File: src/rtl/uart_row_sender.sv
// uart_row_sender: on a rising edge of i_send, streams one 16-character text
// row (optionally followed by CR LF) out of an 8N1 UART transmitter.
// Control characters in the row go out as spaces so that a terminal on the
// far end never sees stray escape or bell codes.
module uart_row_sender #(
    parameter int CLKS_PER_BIT = 234,
    parameter int APPEND_CRLF  = 1
) (
    input  logic       i_clk,
    input  logic       i_rst_n,
    input  logic       i_send,
    input  logic [7:0] i_character,
    output logic [3:0] o_charIndex,
    output logic       o_TX_Serial,
    output logic       o_busy,
    output logic       o_done
);

    localparam int            CW         = (CLKS_PER_BIT > 1) ? $clog2(CLKS_PER_BIT) : 1;
    localparam logic [CW-1:0] CLK_LAST   = CW'(CLKS_PER_BIT - 1);
    localparam logic [4:0]    LAST_BYTE  = (APPEND_CRLF != 0) ? 5'd17 : 5'd15;

    typedef enum logic [2:0] {
        ST_IDLE  = 3'd0,
        ST_LOAD  = 3'd1,
        ST_START = 3'd2,
        ST_DATA  = 3'd3,
        ST_STOP  = 3'd4,
        ST_DONE  = 3'd5
    } state_t;

    state_t        state_q,    state_d;
    logic [1:0]    r_send_q,   r_send_d;
    logic [4:0]    byte_cnt_q, byte_cnt_d;
    logic [CW-1:0] clk_cnt_q,  clk_cnt_d;
    logic [2:0]    bit_idx_q,  bit_idx_d;
    logic [7:0]    shift_q,    shift_d;
    logic [3:0]    char_idx_q, char_idx_d;
    logic          tx_q,       tx_d;
    logic          busy_q,     busy_d;
    logic          done_q,     done_d;

    // Non-printable row characters (C0 controls and DEL) become a space.
    function automatic logic [7:0] sanitize_char(input logic [7:0] c);
        logic [7:0] r;
        if ((c < 8'h20) || (c == 8'h7F)) begin
            r = 8'h20;
        end else begin
            r = c;
        end
        return r;
    endfunction

    // Byte for a given position in the dump: row characters, then CR, LF.
    function automatic logic [7:0] select_byte(input logic [4:0] cnt, input logic [7:0] ch);
        logic [7:0] r;
        case (cnt)
            5'd16:   r = 8'h0D;
            5'd17:   r = 8'h0A;
            default: r = sanitize_char(ch);
        endcase
        return r;
    endfunction

    // Next-state and registered-output computation for the transmit FSM.
    always_comb begin
        state_d    = state_q;
        r_send_d   = {r_send_q[0], i_send};
        byte_cnt_d = byte_cnt_q;
        clk_cnt_d  = clk_cnt_q;
        bit_idx_d  = bit_idx_q;
        shift_d    = shift_q;
        char_idx_d = char_idx_q;
        tx_d       = tx_q;
        busy_d     = busy_q;
        done_d     = 1'b0;

        case (state_q)
            ST_IDLE: begin
                tx_d   = 1'b1;
                busy_d = 1'b0;
                if (r_send_q == 2'b01) begin
                    state_d    = ST_LOAD;
                    byte_cnt_d = 5'd0;
                    char_idx_d = 4'd0;
                    busy_d     = 1'b1;
                end else begin
                    state_d = ST_IDLE;
                end
            end

            ST_LOAD: begin
                // i_character is only looked at in this single cycle.
                shift_d   = select_byte(byte_cnt_q, i_character);
                clk_cnt_d = {CW{1'b0}};
                bit_idx_d = 3'd0;
                tx_d      = 1'b0;
                state_d   = ST_START;
            end

            ST_START: begin
                if (clk_cnt_q == CLK_LAST) begin
                    clk_cnt_d = {CW{1'b0}};
                    tx_d      = shift_q[0];
                    state_d   = ST_DATA;
                end else begin
                    clk_cnt_d = clk_cnt_q + CW'(1);
                end
            end

            ST_DATA: begin
                if (clk_cnt_q == CLK_LAST) begin
                    clk_cnt_d = {CW{1'b0}};
                    if (bit_idx_q == 3'd7) begin
                        tx_d    = 1'b1;
                        state_d = ST_STOP;
                    end else begin
                        shift_d   = {1'b0, shift_q[7:1]};
                        tx_d      = shift_q[1];
                        bit_idx_d = bit_idx_q + 3'd1;
                    end
                end else begin
                    clk_cnt_d = clk_cnt_q + CW'(1);
                end
            end

            ST_STOP: begin
                tx_d = 1'b1;
                if (clk_cnt_q == CLK_LAST) begin
                    clk_cnt_d = {CW{1'b0}};
                    if (byte_cnt_q == LAST_BYTE) begin
                        state_d    = ST_DONE;
                        done_d     = 1'b1;
                        busy_d     = 1'b0;
                        char_idx_d = 4'd0;
                    end else begin
                        // Counter stops at LAST_BYTE, so it never wraps.
                        byte_cnt_d = byte_cnt_q + 5'd1;
                        char_idx_d = byte_cnt_q[3:0] + 4'd1;
                        state_d    = ST_LOAD;
                    end
                end else begin
                    clk_cnt_d = clk_cnt_q + CW'(1);
                end
            end

            ST_DONE: begin
                tx_d       = 1'b1;
                busy_d     = 1'b0;
                char_idx_d = 4'd0;
                state_d    = ST_IDLE;
            end

            default: begin
                state_d    = ST_IDLE;
                tx_d       = 1'b1;
                busy_d     = 1'b0;
                char_idx_d = 4'd0;
                byte_cnt_d = 5'd0;
                clk_cnt_d  = {CW{1'b0}};
                bit_idx_d  = 3'd0;
            end
        endcase
    end

    // State and output registers; reset parks the line high and idle.
    always_ff @(posedge i_clk or negedge i_rst_n) begin
        if (!i_rst_n) begin
            state_q    <= ST_IDLE;
            r_send_q   <= 2'b00;
            byte_cnt_q <= 5'd0;
            clk_cnt_q  <= {CW{1'b0}};
            bit_idx_q  <= 3'd0;
            shift_q    <= 8'h00;
            char_idx_q <= 4'd0;
            tx_q       <= 1'b1;
            busy_q     <= 1'b0;
            done_q     <= 1'b0;
        end else begin
            state_q    <= state_d;
            r_send_q   <= r_send_d;
            byte_cnt_q <= byte_cnt_d;
            clk_cnt_q  <= clk_cnt_d;
            bit_idx_q  <= bit_idx_d;
            shift_q    <= shift_d;
            char_idx_q <= char_idx_d;
            tx_q       <= tx_d;
            busy_q     <= busy_d;
            done_q     <= done_d;
        end
    end

    assign o_charIndex = char_idx_q;
    assign o_TX_Serial = tx_q;
    assign o_busy      = busy_q;
    assign o_done      = done_q;

endmodule
File: config.mk
export PLATFORM = sky130hd
export DESIGN_NAME = uart_row_sender
export DESIGN_NICKNAME = d
export VERILOG_FILES = /design/src/rtl/uart_row_sender.sv
export SDC_FILE = /design/constraint.sdc
export NUM_CORES = 1
export LEC_CHECK = 0
export CORE_UTILIZATION = 45
export DETAILED_ROUTE_END_ITERATION = 7
export GPL_TIMING_DRIVEN = 0
export HOLD_SLACK_MARGIN = 0.08
export PLACE_DENSITY_LB_ADDON = 0.15
export SKIP_CTS_REPAIR_TIMING = 1
export SYNTH_ARGS = -nofsm -noshare
export SYNTH_HDL_FRONTEND = slang
export SYNTH_SLANG_ARGS = --single-unit
File: constraint.sdc
create_clock -name i_clk -period 3.6 [get_ports i_clk]
set_clock_uncertainty 0.2 [all_clocks]
set_input_delay 0.54 -clock i_clk [delete_from_list [all_inputs] [get_ports i_clk]]
set_output_delay 0.54 -clock i_clk [all_outputs]
set_load 0.03 [all_outputs]
==> results of run 1 <==
==> area by class of cell <==
| type | instances | area [um^2] | share of cell area, % |
|---|---|---|---|
| Tap cell | 54 | 67.6 | 2.67 |
| Clock buffer | 8 | 100 | 3.96 |
| Inverter | 7 | 26.3 | 1.04 |
| Timing Repair Buffer | 17 | 165 | 6.53 |
| Buffer | 7 | 43.8 | 1.73 |
| Sequential cell | 36 | 902 | 35.7 |
| Multi-Input combinational cell | 162 | 1220 | 48.4 |
==> power by group through the flow <==
stage               Combinational, W  Clock, W  Sequential (W)
detailed placement          0.000459         0        0.000618
global route                0.000509  0.000344        0.000630
CTS                         0.000458  0.000324        0.000613
finish                      0.000457  0.000318        0.000614
floorplan                   0.000330         0        0.000617
global placement            0.000451         0        0.000622
==> cell families (layout without fill, tap and decap cells) <==
logic type | Yosys count | after routing | synth area share, %
compound gates | 66 | 66 | 23.6
xor+xnor | 9 | 9 | 3.59
fa+ha+maj | 7 | 7 | 3.99
buf+inv | 14 | 39 | 3.19
flops | 36 | 36 | 41.1
mux | 3 | 3 | 1.54
simple gates | 77 | 77 | 23.0
==> Yosys cell counts, types with 3 or more instances <==
| master | instances | share of area [%] |
|---|---|---|
| dfrtp_1 | 35 | 40 |
| nor2_1 | 23 | 3.9 |
| o21ai_0 | 13 | 3.0 |
| nand2_1 | 10 | 1.7 |
| a31oi_1 | 8 | 2.3 |
| nor3_1 | 8 | 1.8 |
| ha_1 | 7 | 4.0 |
| inv_1 | 7 | 1.2 |
| xor2_1 | 7 | 2.8 |
| and3_1 | 6 | 1.7 |
| a21o_1 | 5 | 1.7 |
| a21oi_1 | 5 | 1.1 |
| nand3_1 | 5 | 1.1 |
| o2111ai_1 | 4 | 1.6 |
| o31ai_2 | 4 | 2.3 |
| a22o_1 | 3 | 1.2 |
| a32o_1 | 3 | 1.4 |
| mux2_2 | 3 | 1.5 |
==> metal layers <==
layer | vias to the layer above | global-route usage (%) | part of all wire (%)
met4 | 0 | 6.10 | 1.3
met1 | 859 | 30.7 | 50
li1 | 856 | - | -
met3 | 8 | 3.94 | 4.5
met5 | - | 0 | 0
met2 | 40 | 28.0 | 44
==> path summary, 6_finish.rpt <==
kind                              start            to  slack (ns)
max                         o_TX_Serial   o_TX_Serial        1.38
min                             i_rst_n        o_done        0.14
max reg2reg                bit_idx_q[0]    shift_q[5]        1.44
min reg2reg                 r_send_q[0]   r_send_q[1]        0.21
max in group asynchronous       i_rst_n  clk_cnt_q[0]        2.55
min in group i_clk          r_send_q[0]   r_send_q[1]        0.21
==> per-stage QoR <==
| stage | hold WS [ns] | cells | instance area (um^2) | util (%) | setup slack, ns |
|---|---|---|---|---|---|
| after floorplan | 0.0444 | 212 | 2190 | - | 1.62 |
| after global placement | 0.197 | 283 | 2430 | 51.8 | 0.926 |
| after detailed placement | 0.187 | 283 | 2430 | 51.7 | 1.33 |
| after CTS | 0.161 | 291 | 2530 | 53.9 | 1.36 |
| after global routing | 0.218 | 291 | 2530 | 53.9 | 1.33 |
| final | 0.137 | 291 | 2530 | 53.9 | 1.38 |
==> flip-flops by register name, indices dropped and copies added (netlist names) <==
name and count:
shift_q 8, o_done 1, o_busy 1, state_q 3, clk_cnt_q 8, o_charIndex 4
bit_idx_q 3, r_send_q 2, o_TX_Serial 1, byte_cnt_q 5
==> summary.txt, run 1 <==
Die Width: 71.8 um
Max FO, Critical Path: 2
Sw Ratio: 35.8%
Maxcap violations: 0
Most frequent cells in the layout: dfrtp_1 (35), nor2_1 (23), clkdlybuf4s50_1 (16)
Vias post-DR: 1763
Int Power: 0.000891 W
DR pass1 iterations: 4
Vias in the first global route: 1591
1st-iter DRT viols: 138
H-Tree Depth: 2
Post-Syn Area: 2190 um^2
First-pass GRT wire length: 8000 um
Core Region: 4690 um^2
Die area: 5160 um^2
Number of synthesized flops with an enable pin: 0
Max Transition Viols Final: 0
Buffers on Ports: 17
Crit share post-route: 61.7%
Logic gate share of total power: 32.9%
Slew at the pin with the worst max-slew slack: 0.807 ns
Crit. End Element: primary output
Outcome: finished clean
Register bit total from synthesis: 36
Post-Syn Instances: 212
Initial core utilization: 46.8%
Crit path launch type: flip-flop
Sequential power share: 44.2%
Power, Total: 0.00139 W
Net Count, Synth: 230
Crit path DAT: 1.48 ns
Vias per Instance: 6.06
CP max-delay cell: clkdlybuf4s50_1
Slew HR: 46.2%
Setup CP Type: flip-flop to primary output
Setup TNS Final: 0 ns
Crit path cell chain: clkdlybuf4s50_1
Layout overhead on the synthesized area: 15.2%
Largest net degree at the start of global routing: 37
Clock buffer count from CTS: 5
Post-synthesis sequential area ratio: 41.1%
R2R cell count: 6
DRT antenna net count: 0
Mapped Avg Cell Area: 10.4 um^2
Leak pwr: 1.07 nW
Clock-pin slew on the worst setup and hold paths: 0.07 ns
Clock insertion delay at the later pin of the skew report: 0.29 ns
Die Ht: 71.8 um
GRT Util Overall: 19.9%
Sw Pwr: 0.000497 W
WP buf/inv: 1
Final Wtd Congestion: 0.805
Peak VDD IR: 0.246 mV
Initial antenna violation count: 0
CP max stage delay: 0.66 ns
CTS Sinks: 36
Routed WL: 4630 um
RSZ-0062 raised after global routing: no
Clock Path Buffers: 2
Top FF cell, synth: dfrtp_1
Cell family with most CP delay: buffers and inverters
Clock share of power: 22.9%
Hold Path Class: primary input to asynchronous set/reset pin
# nets final: 254
Final hold vios: 0
Gr ovfl total: 0
Commonest non-fill, non-tap cell in the layout: dfrtp_1
WP depth: 1
Finish-stage setup viols: 0
Async set-reset flop share out of synthesis: 100%
Fin crit period: 2.22 ns
IO Pins: 18
Highest clock rate: 0.450 GHz
CTS tree: done
Clk root buf: clkbuf_8
Share of cells above drive strength 1: 16.5%
PD cells: 549 nW/um^2
Yosys warns: 0
Antenna Cells: 0
# DRC: 0
Distinct cell type count after synthesis: 63
WP data required: 2.86 ns
Number of fill cells: 434
HPWL after DPL: 3320 um
Core Rows: 25
Average wire per standard cell: 15.9 um
(Power assumes the default switching activity.)
==> run 2, diff against run 1 <==
- clock period: 3.6 -> 1.9 ns (I/O delays scaled with it)
==> run 2 against run 1 <==
Worst hold slack gained 0.071 ns; final cell count increased by 7.2%; combinational power up 120%; sequential cell count unchanged; largest power group unchanged.
==> summary.txt, run 2 (synthesis results as in run 1) <==
IO Pins: 18
Peak VDD IR: 0.525 mV
Final hold vios: 0
CTS tree: done
Clock buffer count from CTS: 5
Crit path launch type: flip-flop
Max Transition Viols Final: 0
Initial antenna violation count: 0
# nets final: 275
Logic gate share of total power: 36.6%
Setup CP Type: flip-flop to flip-flop
HPWL after DPL: 3390 um
Maxcap violations: 0
Share of cells above drive strength 1: 27.5%
Die Width: 71.8 um
Clock share of power: 20.7%
Leak pwr: 1.19 nW
Highest clock rate: 0.534 GHz
Commonest non-fill, non-tap cell in the layout: dfrtp_1
Largest net degree at the start of global routing: 37
Crit share post-route: 98.5%
Vias post-DR: 1898
DRT antenna net count: 0
Fin crit period: 1.87 ns
Gr ovfl total: 0
1st-iter DRT viols: 112
Routed WL: 5140 um
Int Power: 0.00173 W
Area occupied by multi-input gates: 1320 um^2
Register area: 905 um^2
Final Wtd Congestion: 0.825
Vias per Instance: 6.08
CTS Sinks: 36
Setup TNS Final: 0 ns
First-pass GRT wire length: 8310 um
Die area: 5160 um^2
Outcome: finished clean
Final Hold Slack: 0.208 ns
Number of fill cells: 412
Antenna Cells: 0
Power, Total: 0.00274 W
Die Ht: 71.8 um
Crit path DAT: 1.86 ns
Average wire per standard cell: 16.5 um
Clk root buf: clkbuf_8
Slew at the pin with the worst max-slew slack: 0.789 ns
Vias in the first global route: 1664
Sequential power share: 42.7%
Hold Path Class: flip-flop to flip-flop
Sw Ratio: 36.8%
GRT Util Overall: 21.0%
Initial core utilization: 46.8%
Layout overhead on the synthesized area: 27.1%
Core Region: 4690 um^2
Clock-pin slew on the worst setup and hold paths: 0.07 ns
DR pass1 iterations: 4
Max FO, Critical Path: 6
Crit. End Element: flip-flop
Clock Path Buffers: 2
Slew HR: 47.4%
Core Rows: 25
Buffers on Ports: 17
Most frequent cells in the layout: dfrtp_1 (33), nor2_1 (22), buf_4 (21)
Clock insertion delay at the later pin of the skew report: 0.29 ns
WP data required: 1.89 ns
H-Tree Depth: 2
Sw Pwr: 0.00101 W
PD cells: 980 nW/um^2
# DRC: 0
Finish-stage setup viols: 0
Top flop regs: clk_cnt_q x8, shift_q x8, byte_cnt_q x5
==> run 2: routing by layer <==
metal	GRT usage (%)	wire (um)	share of wire [%]
met5	0	0	0
met4	6.75	74	1.4
met3	4.50	221	4.3
met2	31.6	2360	46
met1	30.4	2490	48
==> run 2: area by class of cell <==
class	count	area share, %
Multi-Input combinational cell	162	47.4
Sequential cell	36	32.4
Timing Repair Buffer	38	11.7
Clock buffer	6	2.96
Tap cell	54	2.42
Buffer	7	1.79
Inverter	7	0.942
Clock inverter	2	0.359
==> run 2: final timing paths <==
check                               from  slack [ns]             end  cells past startpoint
hold / removal               r_send_q[0]        0.21     r_send_q[1]                      0
setup / recovery           byte_cnt_q[0]        0.03   byte_cnt_q[1]                      6
min in group asynchronous        i_rst_n        0.41  o_charIndex[3]                      2
setup reg to reg           byte_cnt_q[0]        0.03   byte_cnt_q[1]                      6
hold reg to reg              r_send_q[0]        0.21     r_send_q[1]                      0
max in group asynchronous        i_rst_n        0.54   byte_cnt_q[0]                      2
==> run 2: stage by stage <==
step	cells	setup WS (ns)	instance area [um^2]	util [%]
after global routing	312	-0.0292	2790	59.5
after detailed placement	283	-0.121	2440	51.9
final	312	0.0276	2790	59.5
after CTS	291	-0.139	2530	53.9
after floorplan	212	0.0124	2200	-
after global placement	283	-0.510	2440	52.1
==> run 2: critical path, cell delays in order (launching register included) <==
cell	delay [ns]
dfrtp_2	0.46
ha_4	0.19
and4bb_4	0.23
nor3_4	0.26
buf_4	0.17
o21ai_2	0.05
a32o_1	0.20
==> run 2: power groups by stage <==
stage	logic (W)	clock network (W)	registers [W]
floorplan	0.000630	0	0.00117
global placement	0.000863	0	0.00118
detailed placement	0.000881	0	0.00118
CTS	0.000887	0.000584	0.00116
global route	0.00110	0.000617	0.00121
finish	0.00100	0.000566	0.00117
==> run 3, diff against run 2 <==
- clock period: 1.9 -> 2.1 ns (I/O delays scaled with it)
==> run 3 against run 2 <==
Clock power decreased by 3%; wire length decreased by 9.6%; utilization decreased by 5.2 points; die area unchanged; global-route usage decreased by 1.1 points; sequential cell count unchanged; combinational power decreased by 21%; count of clock-buffer cells in the layout increased by 2; cell area decreased by 8.7%; via count decreased by 5.8%; sequential power decreased by 10%; final cell count decreased by 6.4%; critical endpoint is now shift_q[5].
==> summary.txt, run 3 (synthesis results as in run 1) <==
Share of cells above drive strength 1: 17.2%
Clk root buf: clkbuf_8
Fin crit period: 2.03 ns
Core Rows: 25
Max Transition Viols Final: 0
First-pass GRT wire length: 8000 um
Commonest non-fill, non-tap cell in the layout: dfrtp_1
Final WS setup: 0.0712 ns
Peak VDD IR: 0.429 mV
Slew HR: 46.0%
Final Cell Area: 2550 um^2
Core Region: 4690 um^2
Hold Path Class: flip-flop to flip-flop
Antenna Cells: 0
Post-layout util: 54.3%
Setup CP Type: flip-flop to flip-flop
Vias in the first global route: 1591
DR pass1 iterations: 4
HPWL after DPL: 3320 um
DRT antenna net count: 0
Die Ht: 71.8 um
RSZ-0062 raised after global routing: no
Pre-CTS setup slack: -0.0445 ns
1st-iter DRT viols: 149
Crit. End Element: flip-flop
Vias post-DR: 1788
Crit path launch: bit_idx_q[0]
Hold Startpoint: r_send_q[0]
Crit share post-route: 96.6%
Buffers on Ports: 17
Initial antenna violation count: 0
Clock insertion delay at the later pin of the skew report: 0.29 ns
Top flop regs: clk_cnt_q x8, shift_q x8, byte_cnt_q x5
# DRC: 0
Average wire per standard cell: 15.9 um
Vias per Instance: 6.12
Largest net degree at the start of global routing: 37
Clock-pin slew on the worst setup and hold paths: 0.07 ns
Crit path launch type: flip-flop
GRT Util Overall: 19.9%
Die Width: 71.8 um
Placed instance count: 283
Die area: 5160 um^2
Finish-stage setup viols: 0
CTS tree: done
Leak pwr: 1.07 nW
CP max-delay cell: dfrtp_1
Fin cells: 292
Max FO, Critical Path: 10
Clock Path Buffers: 2
Routed WL: 4650 um
Highest clock rate: 0.493 GHz
Outcome: finished clean
Crit path DAT: 2.01 ns
Number of fill cells: 434
Gr ovfl total: 0
Maxcap violations: 0
PD cells: 937 nW/um^2
CP max stage delay: 0.41 ns
Slew at the pin with the worst max-slew slack: 0.810 ns
WP buf/inv: 1
RR Startpoint: bit_idx_q[0]
Final Hold Slack: 0.207 ns
Placed cell areas: 2430 um^2
Layout overhead on the synthesized area: 16.1%
# nets final: 255
Final hold vios: 0
Cell family with most CP delay: adder cells
Most frequent cells in the layout: dfrtp_1 (35), nor2_1 (22), clkdlybuf4s50_1 (16)
H-Tree Depth: 2
Final Wtd Congestion: 0.805
Clock buffer count from CTS: 5
CTS Sinks: 36
WP data required: 2.08 ns
Crit path cell chain: ha_1, ha_2, a21o_1, buf_2, nor2_4, mux2_2
IO Pins: 18
Initial core utilization: 46.8%
## run 3: cell count changes in the layout (fill, tap and decap cells not counted), moves of 2 or more
cell / previous run / this run
buf_4: 21 / 2
clkinv_2: 2 / 0
ha_1: 2 / 6
dfrtp_2: 2 / 0
ha_4: 3 / 0
dfrtp_1: 33 / 35
## run 3: cell type report
cell class / instances / area, um^2 / share of cell area (%)
Buffer: 7 / 43.8 / 1.72
Timing Repair Buffer: 18 / 175 / 6.88
Tap cell: 54 / 67.6 / 2.65
Clock buffer: 8 / 100 / 3.93
Inverter: 7 / 26.3 / 1.03
Multi-Input combinational cell: 162 / 1230 / 48.4
Sequential cell: 36 / 902 / 35.4
## run 3: metal layers
layer | part of all wire (%) | up-vias | GRT usage (%) | wire length, um
li1 | - | 863 | - | -
met1 | 50 | 875 | 30.7 | 2320
met2 | 44 | 42 | 28.0 | 2040
met3 | 4.8 | 8 | 3.94 | 223
met4 | 1.2 | 0 | 6.10 | 58
met5 | 0 | - | 0 | 0
## run 3: power by group
part           leakage [nW]  internal, W  switching, W  total [W]
Clock                0.0515     0.000300      0.000248   0.000547
Sequential            0.458     0.000879      0.000172    0.00105
Combinational         0.557     0.000349      0.000439   0.000788
Total                  1.07      0.00153      0.000859    0.00239
## run 3: stage by stage
step / power (W) / TNS [ns]
final: 0.00239 / 0
after global routing: 0.00255 / 0
after CTS: 0.00239 / -0.0600
after detailed placement: 0.00185 / -0.0445
after global placement: 0.00184 / -12.15
after floorplan: 0.00162 / 0
## run 3: worst paths after layout
| check | slack [ns] | end | cells past startpoint |
|---|---|---|---|
| worst max-delay path | 0.07 | shift_q[5] | 6 |
| worst min-delay path | 0.21 | r_send_q[1] | 0 |
| worst max register to register | 0.07 | shift_q[5] | 6 |
| worst min register to register | 0.21 | r_send_q[1] | 0 |
| max in group asynchronous | 0.73 | clk_cnt_q[0] | 2 |
| min in group asynchronous | 0.45 | o_done | 2 |
## run 3: worst register-to-register path, cell delays in order, from the launching register on
cell	delay [ns]
dfrtp_1	0.41
ha_1	0.22
ha_2	0.21
a21o_1	0.20
buf_2	0.19
nor2_4	0.15
mux2_2	0.34
